## src/rtl/keypad_scan_cntr_pkg.sv

```systemverilog
// Shared definitions for the 4x4 keypad scanner and its consumers (mode/timer logic).
// Holds the FSM encoding, parameter defaults and the key-code mapping.
package keypad_scan_cntr_pkg;

  typedef enum logic [1:0] {
    ST_SCAN     = 2'd0,
    ST_DEBOUNCE = 2'd1,
    ST_HELD     = 2'd2
  } state_e;

  localparam int DEF_SCAN_DIV       = 100000;
  localparam int DEF_DEBOUNCE_SCANS = 10;

  localparam int          KEY_ROWS   = 4;
  localparam int          KEY_COLS   = 4;
  localparam int          KEY_CODE_W = 4;
  localparam logic [3:0]  COL_FIRST  = 4'b0001;

  // Key code is row_idx*4 + col_idx, i.e. row index in the upper two bits.
  function automatic logic [KEY_CODE_W-1:0] key_code(input logic [1:0] row_idx,
                                                     input logic [1:0] col_idx);
    return {row_idx, col_idx};
  endfunction

  function automatic logic [1:0] onehot_idx(input logic [3:0] v);
    logic [1:0] idx;
    idx = 2'd0;
    for (int i = 0; i < 4; i++) begin
      if (v[i]) idx = 2'(i);
    end
    return idx;
  endfunction

  function automatic logic is_onehot(input logic [3:0] v);
    return (v != 4'd0) && ((v & (v - 4'd1)) == 4'd0);
  endfunction

endpackage

```

## src/rtl/keypad_scan_cntr_scan_tick_gen.sv

```systemverilog
// Free-running divider: one-cycle tick every DIV clocks, counter wraps DIV-1 -> 0.
// Shared by the keypad column scan and the FND digit strobe.
module scan_tick_gen #(
  parameter int DIV = 100000
) (
  input  logic clk,
  input  logic reset_n,
  output logic tick_o
);

  localparam int            CW   = (DIV > 1) ? $clog2(DIV) : 1;
  localparam logic [CW-1:0] LAST = CW'(DIV - 1);

  logic [CW-1:0] cnt_q, cnt_d;

  always_comb begin
    cnt_d = (cnt_q == LAST) ? '0 : cnt_q + 1'b1;
  end

  assign tick_o = (cnt_q == LAST);

  always_ff @(posedge clk or negedge reset_n) begin
    if (!reset_n) cnt_q <= '0;
    else          cnt_q <= cnt_d;
  end

endmodule

```

## src/rtl/keypad_scan_cntr.sv

```systemverilog
// 4x4 matrix keypad scanner: strobes columns, reads rows back, debounces press and
// release, and reports a key code with a level-valid flag and press/release pulses.
module keypad_scan_cntr
  import keypad_scan_cntr_pkg::*;
#(
  parameter int SCAN_DIV       = DEF_SCAN_DIV,
  parameter int DEBOUNCE_SCANS = DEF_DEBOUNCE_SCANS
) (
  input  logic       clk,
  input  logic       reset_n,
  input  logic [3:0] row,
  output logic [3:0] col,
  output logic [3:0] key_value,
  output logic       key_valid,
  output logic       key_pe,
  output logic       key_ne,
  output state_e     dbg_state
);

  localparam int            CW     = $clog2(DEBOUNCE_SCANS + 1);
  localparam logic [CW-1:0] DB_MAX = CW'(DEBOUNCE_SCANS);

  logic       tick;
  logic [3:0] row_meta_q, row_s_q;

  state_e          state_q;
  logic [3:0]      col_q, pat_q, key_value_q;
  logic            key_valid_q, key_pe_q, key_ne_q;
  logic [CW-1:0]   cnt_q, rcnt_q;
  logic [CW-1:0]   cnt_inc_d, rcnt_inc_d;
  logic [3:0]      col_rot_d;

  scan_tick_gen #(.DIV(SCAN_DIV)) u_tick (
    .clk    (clk),
    .reset_n(reset_n),
    .tick_o (tick)
  );

  // row is asynchronous to clk
  always_ff @(posedge clk or negedge reset_n) begin
    if (!reset_n) begin
      row_meta_q <= 4'd0;
      row_s_q    <= 4'd0;
    end else begin
      row_meta_q <= row;
      row_s_q    <= row_meta_q;
    end
  end

  // Saturating increments so a long press never wraps the counters.
  always_comb begin
    cnt_inc_d  = (cnt_q  == DB_MAX) ? cnt_q  : cnt_q  + 1'b1;
    rcnt_inc_d = (rcnt_q == DB_MAX) ? rcnt_q : rcnt_q + 1'b1;
    col_rot_d  = {col_q[2:0], col_q[3]};
  end

  always_ff @(posedge clk or negedge reset_n) begin
    if (!reset_n) begin
      state_q     <= ST_SCAN;
      col_q       <= COL_FIRST;
      pat_q       <= 4'd0;
      key_value_q <= 4'd0;
      key_valid_q <= 1'b0;
      key_pe_q    <= 1'b0;
      key_ne_q    <= 1'b0;
      cnt_q       <= '0;
      rcnt_q      <= '0;
    end else begin
      key_pe_q <= 1'b0;
      key_ne_q <= 1'b0;
      if (tick) begin
        case (state_q)
          ST_SCAN: begin
            if (is_onehot(row_s_q)) begin
              pat_q   <= row_s_q;
              cnt_q   <= CW'(1);
              state_q <= ST_DEBOUNCE;
            end else begin
              col_q <= col_rot_d;
            end
          end
          ST_DEBOUNCE: begin
            if (row_s_q == pat_q) begin
              cnt_q <= cnt_inc_d;
              if (cnt_inc_d == DB_MAX) begin
                key_value_q <= key_code(onehot_idx(pat_q), onehot_idx(col_q));
                key_valid_q <= 1'b1;
                key_pe_q    <= 1'b1;
                rcnt_q      <= '0;
                state_q     <= ST_HELD;
              end
            end else begin
              state_q <= ST_SCAN;
              col_q   <= col_rot_d;
            end
          end
          ST_HELD: begin
            // Only the held row matters; extra keys on other rows are ignored.
            if ((row_s_q & pat_q) == 4'd0) begin
              if (rcnt_inc_d == DB_MAX) begin
                key_valid_q <= 1'b0;
                key_ne_q    <= 1'b1;
                rcnt_q      <= '0;
                state_q     <= ST_SCAN;
                col_q       <= col_rot_d;
              end else begin
                rcnt_q <= rcnt_inc_d;
              end
            end else begin
              rcnt_q <= '0;
            end
          end
          default: state_q <= ST_SCAN;
        endcase
      end
    end
  end

  assign col       = col_q;
  assign key_value = key_value_q;
  assign key_valid = key_valid_q;
  assign key_pe    = key_pe_q;
  assign key_ne    = key_ne_q;
  assign dbg_state = state_q;

endmodule

```

## config.mk

```make
export PLATFORM = sky130hd
export DESIGN_NAME = keypad_scan_cntr
export DESIGN_NICKNAME = d
export VERILOG_FILES = /design/src/rtl/keypad_scan_cntr_pkg.sv /design/src/rtl/keypad_scan_cntr_scan_tick_gen.sv /design/src/rtl/keypad_scan_cntr.sv
export SDC_FILE = /design/constraint.sdc
export NUM_CORES = 1
export LEC_CHECK = 0
export BUFFER_PORTS_ARGS = -buffer_cell sky130_fd_sc_hd__buf_4
export CORE_ASPECT_RATIO = 1.25
export CORE_UTILIZATION = 64
export DETAILED_ROUTE_END_ITERATION = 6
export PLACE_DENSITY = 0.84
export SLEW_MARGIN = 20
export SYNTH_ARGS = -nofsm -noshare
export SYNTH_HDL_FRONTEND = slang
export SYNTH_SLANG_ARGS = --single-unit
```

## constraint.sdc

```tcl
create_clock -name clk -period 5 [get_ports clk]
set_input_delay 0.5 -clock clk [delete_from_list [all_inputs] [get_ports clk]]
set_output_delay 0.5 -clock clk [all_outputs]
set_load 0.03 [all_outputs]
```

### Yosys cells after proc, flatten, opt, wreduce, memory -nomap -nowiden

Cells that the tools add are included.

| word-level totals | value |
|---|---|
| flip-flop bits (word level) | 50 |
| bits of input ports | 6 |
| logic and storage cells | 90 |

| cells by class | value |
|---|---|
| add/sub/neg operators | 4 |
| equal/unequal tests | 16 |
| muxes and demuxes | 41 |
| bitwise logic cells | 2 |
| reduce and logical (&&, ||, !) cells | 15 |

Operators by type and width:

| operator | count |
|---|---|
| $mux 4 | 12 |
| $mux 2 | 9 |
| $add 17x1->17 const B | 1 |
| $eq 17x17->1 const B | 1 |
| $mux 17 | 1 |
| $eq 4x4->1 const B | 4 |
| $pmux 4 s2 | 2 |
| $mux 1 | 14 |
| $ne 2x2->1 const B | 7 |
| $pmux 4 s3 | 1 |
| $reduce_and 4->1 | 3 |
| $reduce_and 6->1 | 2 |
| $add 4x1->4 const B | 2 |
| $and 4x4->4 | 2 |
| $logic_not 4->1 | 2 |
| $pmux 2 s3 | 1 |
| $reduce_and 5->1 | 1 |
| $eq 4x4->1 | 1 |
| $reduce_bool 2->1 | 2 |
| $reduce_bool 4->1 | 1 |
| $sub 4x1->4 const B | 1 |
| $ne 3x3->1 const B | 1 |
| $reduce_and 3->1 | 1 |
| $reduce_bool 3->1 | 1 |
| 5 further kinds | 5 |

### Longest topological paths before layout

Gate-level depths: netlist of the first run.

| logic depth | value |
|---|---|
| depth after elaboration | 7 |
| depth in mapped cells | 7 |

### Hierarchy

Synthesis of the first run repeated with hierarchy kept, for this count alone.

| unflattened totals | value |
|---|---|
| cells, all modules | 218 |
| area total of the unflattened synthesis | 2394.8 um^2 |

By module, submodules not included:

| module | times used | cells an instance | area an instance (um^2) | seq. area each (um^2) |
|---|---|---|---|---|
| keypad_scan_cntr | 1 | 144 | 1601.5 | 827.0 |
| scan_tick_gen | 1 | 74 | 793.3 | 425.4 |

### Worst setup path after synthesis of the first run

OpenSTA, ideal clock, no wires.

| path | value |
|---|---|
| path type | register to register |
| start point | register rcnt_q[0] |
| end point | register col_q[1], in the netlist col[1] |
| library setup time | 0.125 ns |
| arrival time | 2.256 ns |
| data required time | 4.875 ns |
| slack | 2.619 ns |
| stages on the path, launching flop included | 8 |
| path buffers | 0 |
| period minus slack after synthesis | 2.381 ns |
| cell sequence | dfrtp_1 -> inv_1 -> ha_1 -> a211o_1 -> a221oi_2 -> a31oi_1 -> a2111oi_4 -> mux2_2 |

| between the ends | value |
|---|---|
| cells in the longest elaborated chain, start to end | 5 |
| elaborated cells between the ends (all ways) | 6 |

Ends and longest elaborated chain:

| what | RTL line | source |
|---|---|---|
| start, declared | keypad_scan_cntr.sv:29 | `logic [CW-1:0] cnt_q, rcnt_q;` |
| start signal, assigned | keypad_scan_cntr.sv:107 | `rcnt_q <= rcnt_inc_d;` |
| $add 4x1->4 or $eq 4x4->1 (tied branches) | keypad_scan_cntr.sv:53 | `rcnt_inc_d = (rcnt_q == DB_MAX) ? rcnt_q : rcnt_q + 1'b1;` |
| $mux 4 (*) | keypad_scan_cntr.sv:53 |  |
| $eq 4x4->1 (*) | keypad_scan_cntr.sv:100 | `if (rcnt_inc_d == DB_MAX) begin` |
| $ne 2x2->1 (no line) (*) | - |  |
| $reduce_and 6->1 (no line) (*) | - |  |
| end signal, assigned | keypad_scan_cntr.sv:79 | `col_q <= col_rot_d;` |
| end signal, assigned | keypad_scan_cntr.sv:94 | `col_q <= col_rot_d;` |
| end signal, assigned | keypad_scan_cntr.sv:105 | `col_q <= col_rot_d;` |
| end, declared | keypad_scan_cntr.sv:27 | `logic [3:0] col_q, pat_q, key_value_q;` |

Every way passes the cells marked *; elsewhere a longest branch is shown, timed or not.
A chain may end at the register's enable or synchronous reset.

### Final worst setup path of the first run

| path | value |
|---|---|
| start point | register rcnt_q[0] |
| end point | register col_q[2], in the netlist col[2] |

Same word-level chain as after synthesis.

==> summary.md, run 1 <==
| Metric | Value |
|---|---|
| Most common cell after layout, fill and taps aside | dfrtp_1 |
| Critical Setup Path Class | reg -> reg |
| Cts repair resizes | 0 |
| Commonest cells after routing, fill and taps aside | dfrtp_1, nor2_1, buf_4 |
| Comb power frac | 0.021 |
| Die W | approximately 58 um |
| Int Pwr | 613 uW |
| Required time of the critical path | 5.19 ns |
| Routed wire length | 4590 um |
| Arr. time, crit path | approximately 2.8 ns |
| Post-synthesis cell count | 223 |
| P_leak | between 1 and 1.5 nW |
| Sequential Power Share | 0.539 |
| Least-Margin Pin Slew | 0.692 ns |
| Clock Tree Buf Depth | 2 |
| # diodes | 0 |
| Final setup violation count | 0 |
| Initial antenna violation count | 0 |
| Largest net degree at the start of global routing | 51 |
| Status | finished clean |
| Die height | 71.5 um |
| I/O Pins | 19 |
| Setup TNS | 0 ns |
| Grt ovf | 0 |
| Max cap viols | 0 |
| Routed len/inst | 16.1 um |
| Max-Slew Margin vs Limit | 0.535 |
| Synthesized Nets | roughly 240 |
| Clock latency on the worst-skew pair | 0.31 ns |
| Hold_ws | 0.199 ns |
| CTS Hold Buffers Added | 0 |
| Ys async rst share | 1.00 |
| HP Class | in -> async |
| Nets | 261 |
| Post-CTS Setup Inserts | 0 |
| Post-layout worst setup margin | 2.42 ns |
| GRT Total Usage | 0.250 |
| Core Area | between 3000 and 4000 um^2 |
| Antenna viol nets, final | 0 |
| Share of layout cells above drive strength 1 | 0.190 |
| Synth warn | 0 |
| Port bufs | 18 |
| Worst-path clk slew | 0.09 ns |
| Initial Util | 0.692 |
| Synth Register Bits | 50 |
| Seq/Total Area, Yosys | 0.507 |
| Number of failing hold endpoints at the final stage | 0 |
| Routed vias | 1775 |
| DP HPWL | 3180 um |
| Switch Pwr | 148 uW |
| Post-synth EDFFs | 0 |
| Critical path cell sequence | inv_1 -> ha_1 -> a211o_1 -> a221oi_2 -> a31oi_1 -> a2111oi_4 -> mux2_2 |
| Post-synth top flop | dfrtp_1 |
| Post-synth design cell area | 2470 um^2 |
| Clock buffer count from CTS | 5 |
| Root buf cell | clkbuf_8 |
| First-pass GRT wire length | 7730 um |
| Yosys cell types | 50 |
| Layout area overhead | 12.7% |
| Net Sw Frac | 0.195 |
| Gpl congestion | 0.812 |
| CP max-delay cell | a2111oi_4 |
| Vias in the first global route | 1689 |
| Slowest Stage Delay on Critical Path | 0.49 ns |
| CTS sink cnt | 50 |
| Row cnt | 24 |
| Fmax | 0.387 GHz |
| Syn Area/Cell | between 10 and 15 um^2 |
| PD cells | between 200 and 300 nW/um^2 |
| Period utilisation layout | 0.517 |
| DR vias/cell | 6.21 |
| RSZ-0062 raised after global routing | false |
| Place WS | 2.43 ns |
| Pins Over Slew Limit | 0 |
| Largest fanout on the critical path | 6 |
| Die area | 4110 um^2 |
| First drt pass iteration count | 5 |
| Worst vdd ir | 0.000226 V |
| Critical path endpoint category | flip-flop |
| Nature of the critical path startpoint | flip-flop |
| Drt initial violations | 109 |
| Clock power frac | 0.440 |
| Number of H-tree levels | 2 |
| CTS tree | built |
| Layout Skew | around 0.011 ns |
| Tmin final | 2.58 ns |
| DRC errors left | 0 |
## cell type report
class                           count  area, um^2
Clock buffer                        5        68.8
Sequential cell                    50        1250
Inverter                           13        48.8
Fill cell                         241         788
Multi-Input combinational cell    157        1150
Clock inverter                      3        68.8
Tap cell                           39        48.8
Timing Repair Buffer               19         143
## registers in the layout (all words and copies together), names as in the netlist
| register | cells |
|---|---|
| cnt_q | 4 |
| col | 4 |
| dbg_state | 2 |
| key_ne | 1 |
| key_pe | 1 |
| key_valid | 1 |
| key_value | 4 |
| pat_q | 4 |
| rcnt_q | 4 |
| row_meta_q | 4 |
| row_s_q | 4 |
| u_tick.cnt_q | 17 |
## routing by layer
metal | part of all wire | vias up | track usage | wire length (um)
li1 | - | 845 | - | -
met1 | 0.44 | 868 | 0.319 | 2000
met2 | 0.50 | 52 | 0.412 | 2290
met3 | 0.042 | 10 | 0.0451 | 194
met4 | 0.022 | 0 | 0.119 | 100
met5 | 0 | - | 0 | 0
## worst paths after layout
check                              start         endpoint  slack, ns  depth (start not counted)
max                            rcnt_q[0]           col[2]       2.42                          7
max reg2reg                    rcnt_q[0]           col[2]       2.42                          7
min reg2reg                row_meta_q[2]       row_s_q[2]       0.36                          0
min                              reset_n         cnt_q[1]       0.20                          1
min in group clk                  row[1]    row_meta_q[1]       0.29                          1
max in group asynchronous        reset_n  u_tick.cnt_q[5]       4.39                          1
## Yosys cell counts, drive strengths merged, types with 3 or more instances
cell type   n  area share
dfrtp      49        0.50
nor2       23       0.035
inv        13       0.020
nand2      13       0.020
mux2       11       0.053
xnor2      11       0.039
ha          9       0.046
nand3       8       0.016
a21oi       7       0.014
nand4       7       0.020
nor3        7       0.019
mux2i       5       0.020
nor4        5       0.015
o21ai       5       0.010
xor2        5       0.018
and3        4       0.010
nand2b      4       0.010
o22ai       4       0.016
buf         3      0.0061
or4         3       0.012
## critical path: cells and delay by family (launching register included)
kind                     cells  cell delay, ns
multiplexers                 1            0.38
buffers and inverters        1            0.11
flip-flops                   1            0.42
adder cells (fa/ha/maj)      1            0.24
AO/OA/AOI/OAI                4            1.33
## stage by stage
stage	power, mW	utilization	area, um^2	instances
finish	0.761	0.779	2790	286
global route	0.787	0.779	2790	286
CTS	0.765	0.779	2790	286
detailed placement	0.434	0.741	2650	278
global placement	0.433	0.741	2650	278
floorplan	0.422	-	2470	223
## power groups by stage
stage          clock (mW)  sequential, mW  combinational (mW)
3_5_place_dp            0           0.418              0.0162
6_report            0.335           0.410              0.0161
5_1_grt             0.358           0.411              0.0184
2_1_floorplan           0           0.417             0.00450
4_1_cts             0.338           0.410              0.0166
3_3_place_gp            0           0.418              0.0157
## cell families after synthesis
logic type	after synthesis	synth area share
simple gates	84	0.189
flops	50	0.507
compound gates	32	0.103
xor+xnor	16	0.0567
buf+inv	16	0.0258
mux	16	0.0734
fa+ha+maj	9	0.0456
(Power assumes the default switching activity.)
==> run 2, diff against run 1 <==
--- a/config.mk
+++ b/config.mk
@@ -7,9 +7,9 @@
 export LEC_CHECK = 0
 export BUFFER_PORTS_ARGS = -buffer_cell sky130_fd_sc_hd__buf_4
 export CORE_ASPECT_RATIO = 1.25
-export CORE_UTILIZATION = 64
+export CORE_UTILIZATION = 59
 export DETAILED_ROUTE_END_ITERATION = 6
-export PLACE_DENSITY = 0.84
+export PLACE_DENSITY = 0.79
 export SLEW_MARGIN = 20
 export SYNTH_ARGS = -nofsm -noshare
 export SYNTH_HDL_FRONTEND = slang
==> constraint.sdc (replaced) <==
create_clock -name clk -period 2.5 [get_ports clk]
set_input_delay 0.25 -clock clk [delete_from_list [all_inputs] [get_ports clk]]
set_output_delay 0.25 -clock clk [all_outputs]
set_load 0.03 [all_outputs]
==> run 2 against run 1 <==
Register-to-register slack lost 2.3 ns; combinational power up 110%; largest power group unchanged; worst setup slack worse by 2.3 ns; fmax grew 7.7%; sequential share of layout area down 1.2 points; count of clock-buffer cells in the layout up 1.
==> summary.md, run 2 (synthesis results as in run 1) <==
| Metric | Value |
|---|---|
| Max-Slew Margin vs Limit | 0.589 |
| Clock latency on the worst-skew pair | 0.30 ns |
| PD cells | 508 nW/um^2 |
| Worst vdd ir | 0.000485 V |
| First-pass GRT wire length | 7800 um |
| Largest fanout on the critical path | 5 |
| Fmax | 0.417 GHz |
| Antenna viol nets, final | 0 |
| DR vias/cell | 5.76 |
| Pins Over Slew Limit | 0 |
| Post-Place Cell Area | 2700 um^2 |
| I/O Pins | 19 |
| Layout Skew | 0.0103 ns |
| Final setup violation count | 0 |
| Core Area | 3910 um^2 |
| HP Class | in -> reg |
| Largest net degree at the start of global routing | 51 |
| Number of failing hold endpoints at the final stage | 0 |
| Die W | 59.9 um |
| Critical path endpoint category | flip-flop |
| Commonest cells after routing, fill and taps aside | dfrtp_1, buf_4, nor2_1 |
| Number of H-tree levels | 2 |
| Nature of the critical path startpoint | flip-flop |
| Sum of buffers and inverters on the critical path | 1 |
| Routed wire length | 4590 um |
| Max cap viols | 0 |
| Drt initial violations | 87 |
| Total power | between 1 and 1.5 mW |
| Row cnt | 25 |
| Hold_ws | 0.0469 ns |
| Critical path cell sequence | inv_1 -> ha_1 -> a211o_1 -> a221oi_2 -> a31oi_1 -> a2111oi_4 -> mux2_2 |
| Required time of the critical path | ~2.7 ns |
| Root buf cell | clkbuf_8 |
| Max reg flops | 17 |
| Largest Register | u_tick.cnt_q |
| Met1 WL | just over 2000 um |
| Clock buffer count from CTS | 5 |
| Met3 WL | 96 um |
| Top routing layer in use | met4 |
| Nets | roughly 270 |
| Cts repair resizes | 0 |
| CTS tree | built |
| Routed vias | between 1500 and 2000 |
| Gpl congestion | approximately 0.79 |
| Port bufs | 18 |
| Die height | 74.4 um |
| DRC errors left | 0 |
| GRT Total Usage | 0.235 |
| Status | finished clean |
| Initial Util | 0.632 |
| Final Instance Area | 2860 um^2 |
| Tmin final | 2.40 ns |
| Met2 wire length | 2350 um |
| Die area | 4450 um^2 |
| RSZ-0062 raised after global routing | false |
| Slowest Stage Delay on Critical Path | 0.43 ns |
| # diodes | 0 |
| Worst-path clk slew | 0.09 ns |
| Clock Tree Buf Depth | 2 |
| Arr. time, crit path | 2.59 ns |
| Number of fill cells | 292 |
| Least-Margin Pin Slew | just over 0.6 ns |
| CP max-delay cell | dfrtp_1 |
| Share of layout cells above drive strength 1 | 0.212 |
| Vias in the first global route | 1729 |
| Initial antenna violation count | 0 |
| First drt pass iteration count | 4 |
| Period utilisation layout | 0.959 |
| DP HPWL | 3230 um |
| Grt ovf | 0 |
| Most common cell after layout, fill and taps aside | dfrtp_1 |
| P_leak | 1.30 nW |
| Cell family with most CP delay | compound AO/OA/AOI/OAI gates |
| Layout area overhead | 15.8% |
| Critical Setup Path Class | reg -> reg |
| Routed len/inst | around 15 um |
| CTS sink cnt | 50 |
| Final design utilization | 0.732 |
run 2: per-layer routing:
metal	vias up	track usage
met5	-	0
met4	0	0.0930
met3	12	0.0383
met2	30	0.386
met1	877	0.312
li1	861	-
run 2: worst register-to-register path: stages (launching register included):
cell	delay, ns
dfrtp_1	0.43
inv_1	0.11
ha_1	0.24
a211o_1	0.31
a221oi_2	0.25
a31oi_1	0.21
a2111oi_4	0.36
mux2_2	0.38
run 2: final timing paths:
path / startpoint / end / slack [ns] / depth (start not counted)
hold reg to reg: row_meta_q[0] / row_s_q[0] / 0.35 / 0
hold / removal: row[0] / row_meta_q[0] / 0.05 / 1
setup / recovery: rcnt_q[0] / col[3] / 0.10 / 7
setup reg to reg: rcnt_q[0] / col[3] / 0.10 / 7
min in group asynchronous: reset_n / key_value[3] / 0.49 / 2
max in group asynchronous: reset_n / u_tick.cnt_q[15] / 1.58 / 2
run 2: layout make-up:
cell class,instances,area (um^2),area share
Multi-Input combinational cell,157,1150,0.403
Clock buffer,6,82.6,0.0288
Sequential cell,50,1250,0.437
Clock inverter,2,38.8,0.0135
Timing Repair Buffer,27,218,0.0760
Inverter,13,48.8,0.0170
Tap cell,54,67.6,0.0236
run 2: where the power goes:
group          switching, mW  leakage [nW]  total, mW  internal (mW)
clock network          0.272        0.0618      0.601          0.329
logic                 0.0219         0.575     0.0333         0.0113
registers            0.00588         0.662      0.820          0.815
total                  0.299          1.30       1.45           1.16
run 2: timing repair:
action / CTS / global route
gates cloned: 0 / 0
pin swaps: 1 / 1
endpoints found under the hold margin: 49 / 0
setup buffers: 0 / 2
endpoints found under the setup margin: 3 / 4
hold buffers: 1 / 0
run 2: per-stage QoR:
stage / TNS (ns) / setup WS (ns) / instances
floorplan: 0 / 0.119 / 223
global placement: 0 / 0.0722 / 298
detailed placement: -0.0244 / -0.0129 / 298
CTS: 0 / 0.0921 / 307
global route: 0 / 0.00682 / 309
finish: 0 / 0.102 / 309
==> run 3, diff against run 2 <==
--- a/config.mk
+++ b/config.mk
@@ -7,9 +7,9 @@
 export LEC_CHECK = 0
 export BUFFER_PORTS_ARGS = -buffer_cell sky130_fd_sc_hd__buf_4
 export CORE_ASPECT_RATIO = 1.25
-export CORE_UTILIZATION = 59
+export CORE_UTILIZATION = 52
 export DETAILED_ROUTE_END_ITERATION = 6
-export PLACE_DENSITY = 0.79
+export PLACE_DENSITY = 0.71
 export SLEW_MARGIN = 20
 export SYNTH_ARGS = -nofsm -noshare
 export SYNTH_HDL_FRONTEND = slang
==> run 3 against run 2 <==
Critical path depth is the same; die area grew 13%; clock skew grew 0.0053 ns; combinational power is essentially flat; register-to-register slack lost 0.06 ns; first-iteration DRC count grew 31%; highest routed layer unchanged.
==> summary.md, run 3 (synthesis results as in run 1) <==
| Metric | Value |
|---|---|
| Routed wire length | 4550 um |
| Reg2Reg Depth | 7 |
| Clock Tree Buf Depth | 2 |
| Antenna viol nets, final | 0 |
| Period utilisation layout | 0.982 |
| Post-layout worst setup margin | 0.0440 ns |
| Clock latency on the worst-skew pair | 0.31 ns |
| Hold_ws | 0.0404 ns |
| Critical path endpoint category | flip-flop |
| Status | finished clean |
| Vias in the first global route | 1777 |
| Die area | 5030 um^2 |
| First-pass GRT wire length | approximately 7900 um |
| Layout Skew | 0.0157 ns |
| Critical Setup Path Class | reg -> reg |
| Row cnt | 27 |
| DRC errors left | 0 |
| Die W | 63.7 um |
| Max cap viols | 0 |
| Largest fanout on the critical path | 5 |
| Routed len/inst | 14.5 um |
| Initial Util | 0.550 |
| Gpl congestion | between 0.8 and 0.9 |
| Place WS | -0.00449 ns |
| Nature of the critical path startpoint | flip-flop |
| I/O Pins | 19 |
| PD cells | between 400 and 500 nW/um^2 |
| Core Area | around 4500 um^2 |
| Layout Cells excl Fill | 315 |
| Die height | around 79 um |
| P_leak | 1.31 nW |
| CP endpoint | col[1] |
| Layout area overhead | 16.7% |
| DP HPWL | approximately 3200 um |
| Root buf cell | clkbuf_8 |
| HP Class | in -> reg |
| Final setup violation count | 0 |
| Most common cell after layout, fill and taps aside | dfrtp_1 |
| Share of layout cells above drive strength 1 | 0.233 |
| Worst-path clk slew | 0.10 ns |
| Drt initial violations | 114 |
| Placed Cells | 303 |
| Arr. time, crit path | 2.66 ns |
| Initial antenna violation count | 0 |
| CTS tree | built |
| Largest Register | u_tick.cnt_q |
| Max reg flops | 17 |
| Fmax | 0.407 GHz |
| Max-Slew Margin vs Limit | 0.588 |
| Tmin final | 2.46 ns |
| GRT Total Usage | 0.204 |
| Pins Over Slew Limit | 0 |
| Reg2Reg Capture Point | col[1] |
| Least-Margin Pin Slew | 0.617 ns |
| Worst reg2reg startpoint | rcnt_q[0] |
| Clock buffer count from CTS | 5 |
| Commonest cells after routing, fill and taps aside | dfrtp_1, buf_4, nor2_1 |
| Reg-to-reg slack, setup | 0.04 ns |
| Required time of the critical path | 2.70 ns |
| Min-delay src | row[1] |
| Critical path origin | rcnt_q[0] |
| Grt ovf | 0 |
| # diodes | 0 |
| DR vias/cell | ~5.6 |
| CTS sink cnt | 50 |
| Worst vdd ir | 0.000382 V |
| Routed vias | 1764 |
| Port bufs | 18 |
| Number of H-tree levels | 2 |
| Nets | 271 |
| Largest net degree at the start of global routing | 51 |
| First drt pass iteration count | 4 |
| Number of failing hold endpoints at the final stage | 0 |
-- run 3: metal layers --
metal	part of all wire	global-route usage
met2	0.51	0.353
met1	0.44	0.247
met5	0	0
met3	0.035	0.0431
met4	0.013	0.0750
-- run 3: stage by stage --
step / cell area [um^2] / total power, mW / utilization / setup TNS [ns]
6_report: 2880 / 1.44 / 0.642 / 0
5_1_grt: 2880 / 1.48 / 0.642 / -0.0756
4_1_cts: 2840 / 1.46 / 0.633 / 0
3_5_place_dp: 2720 / 0.869 / 0.605 / -0.00449
3_3_place_gp: 2720 / 0.868 / 0.605 / 0
2_1_floorplan: 2470 / 0.843 / - / 0
-- run 3: layout make-up --
type                       count  area, um^2
clock inverter                 3        47.5
inverter                      13        48.8
tap                           58        72.6
multi-input combinational    157        1170
fill                         369        1610
clock buffer                   5        68.8
timing repair buffer          29         220
sequential                    50        1250
-- run 3: how the worst min path moves through the flow --
stage / to / slack [ns] / cells after the start
2_1_floorplan: cnt_q[0] / -0.05 / 0
5_1_grt: row_meta_q[2] / 0.03 / 1
3_3_place_gp: key_ne / 0.31 / 1
3_5_place_dp: key_ne / 0.31 / 1
4_1_cts: row_meta_q[2] / 0.03 / 1
6_report: row_meta_q[1] / 0.04 / 1
-- run 3: critical path, stage by stage (launching register included) --
cell,delay [ns]
dfrtp_2,0.45
ha_1,0.25
a211o_1,0.29
a221oi_2,0.29
a31oi_2,0.18
a2111oi_4,0.35
buf_4,0.20
mux2_2,0.33
-- run 3: power by group --
part	internal [mW]	leakage, nW	switching [mW]	total [mW]
logic	0.0114	0.586	0.0217	0.0330
registers	0.815	0.660	0.00543	0.820
clock network	0.303	0.0587	0.279	0.583
total	1.13	1.31	0.307	1.44
-- run 3: timing repair --
action,4_1_cts,5_1_grt
endpoints found under the setup margin,3,4
setup buffers,0,3
endpoints found under the hold margin,49,0
pin swaps,1,3
gates resized for setup,0,6
hold buffers,1,0
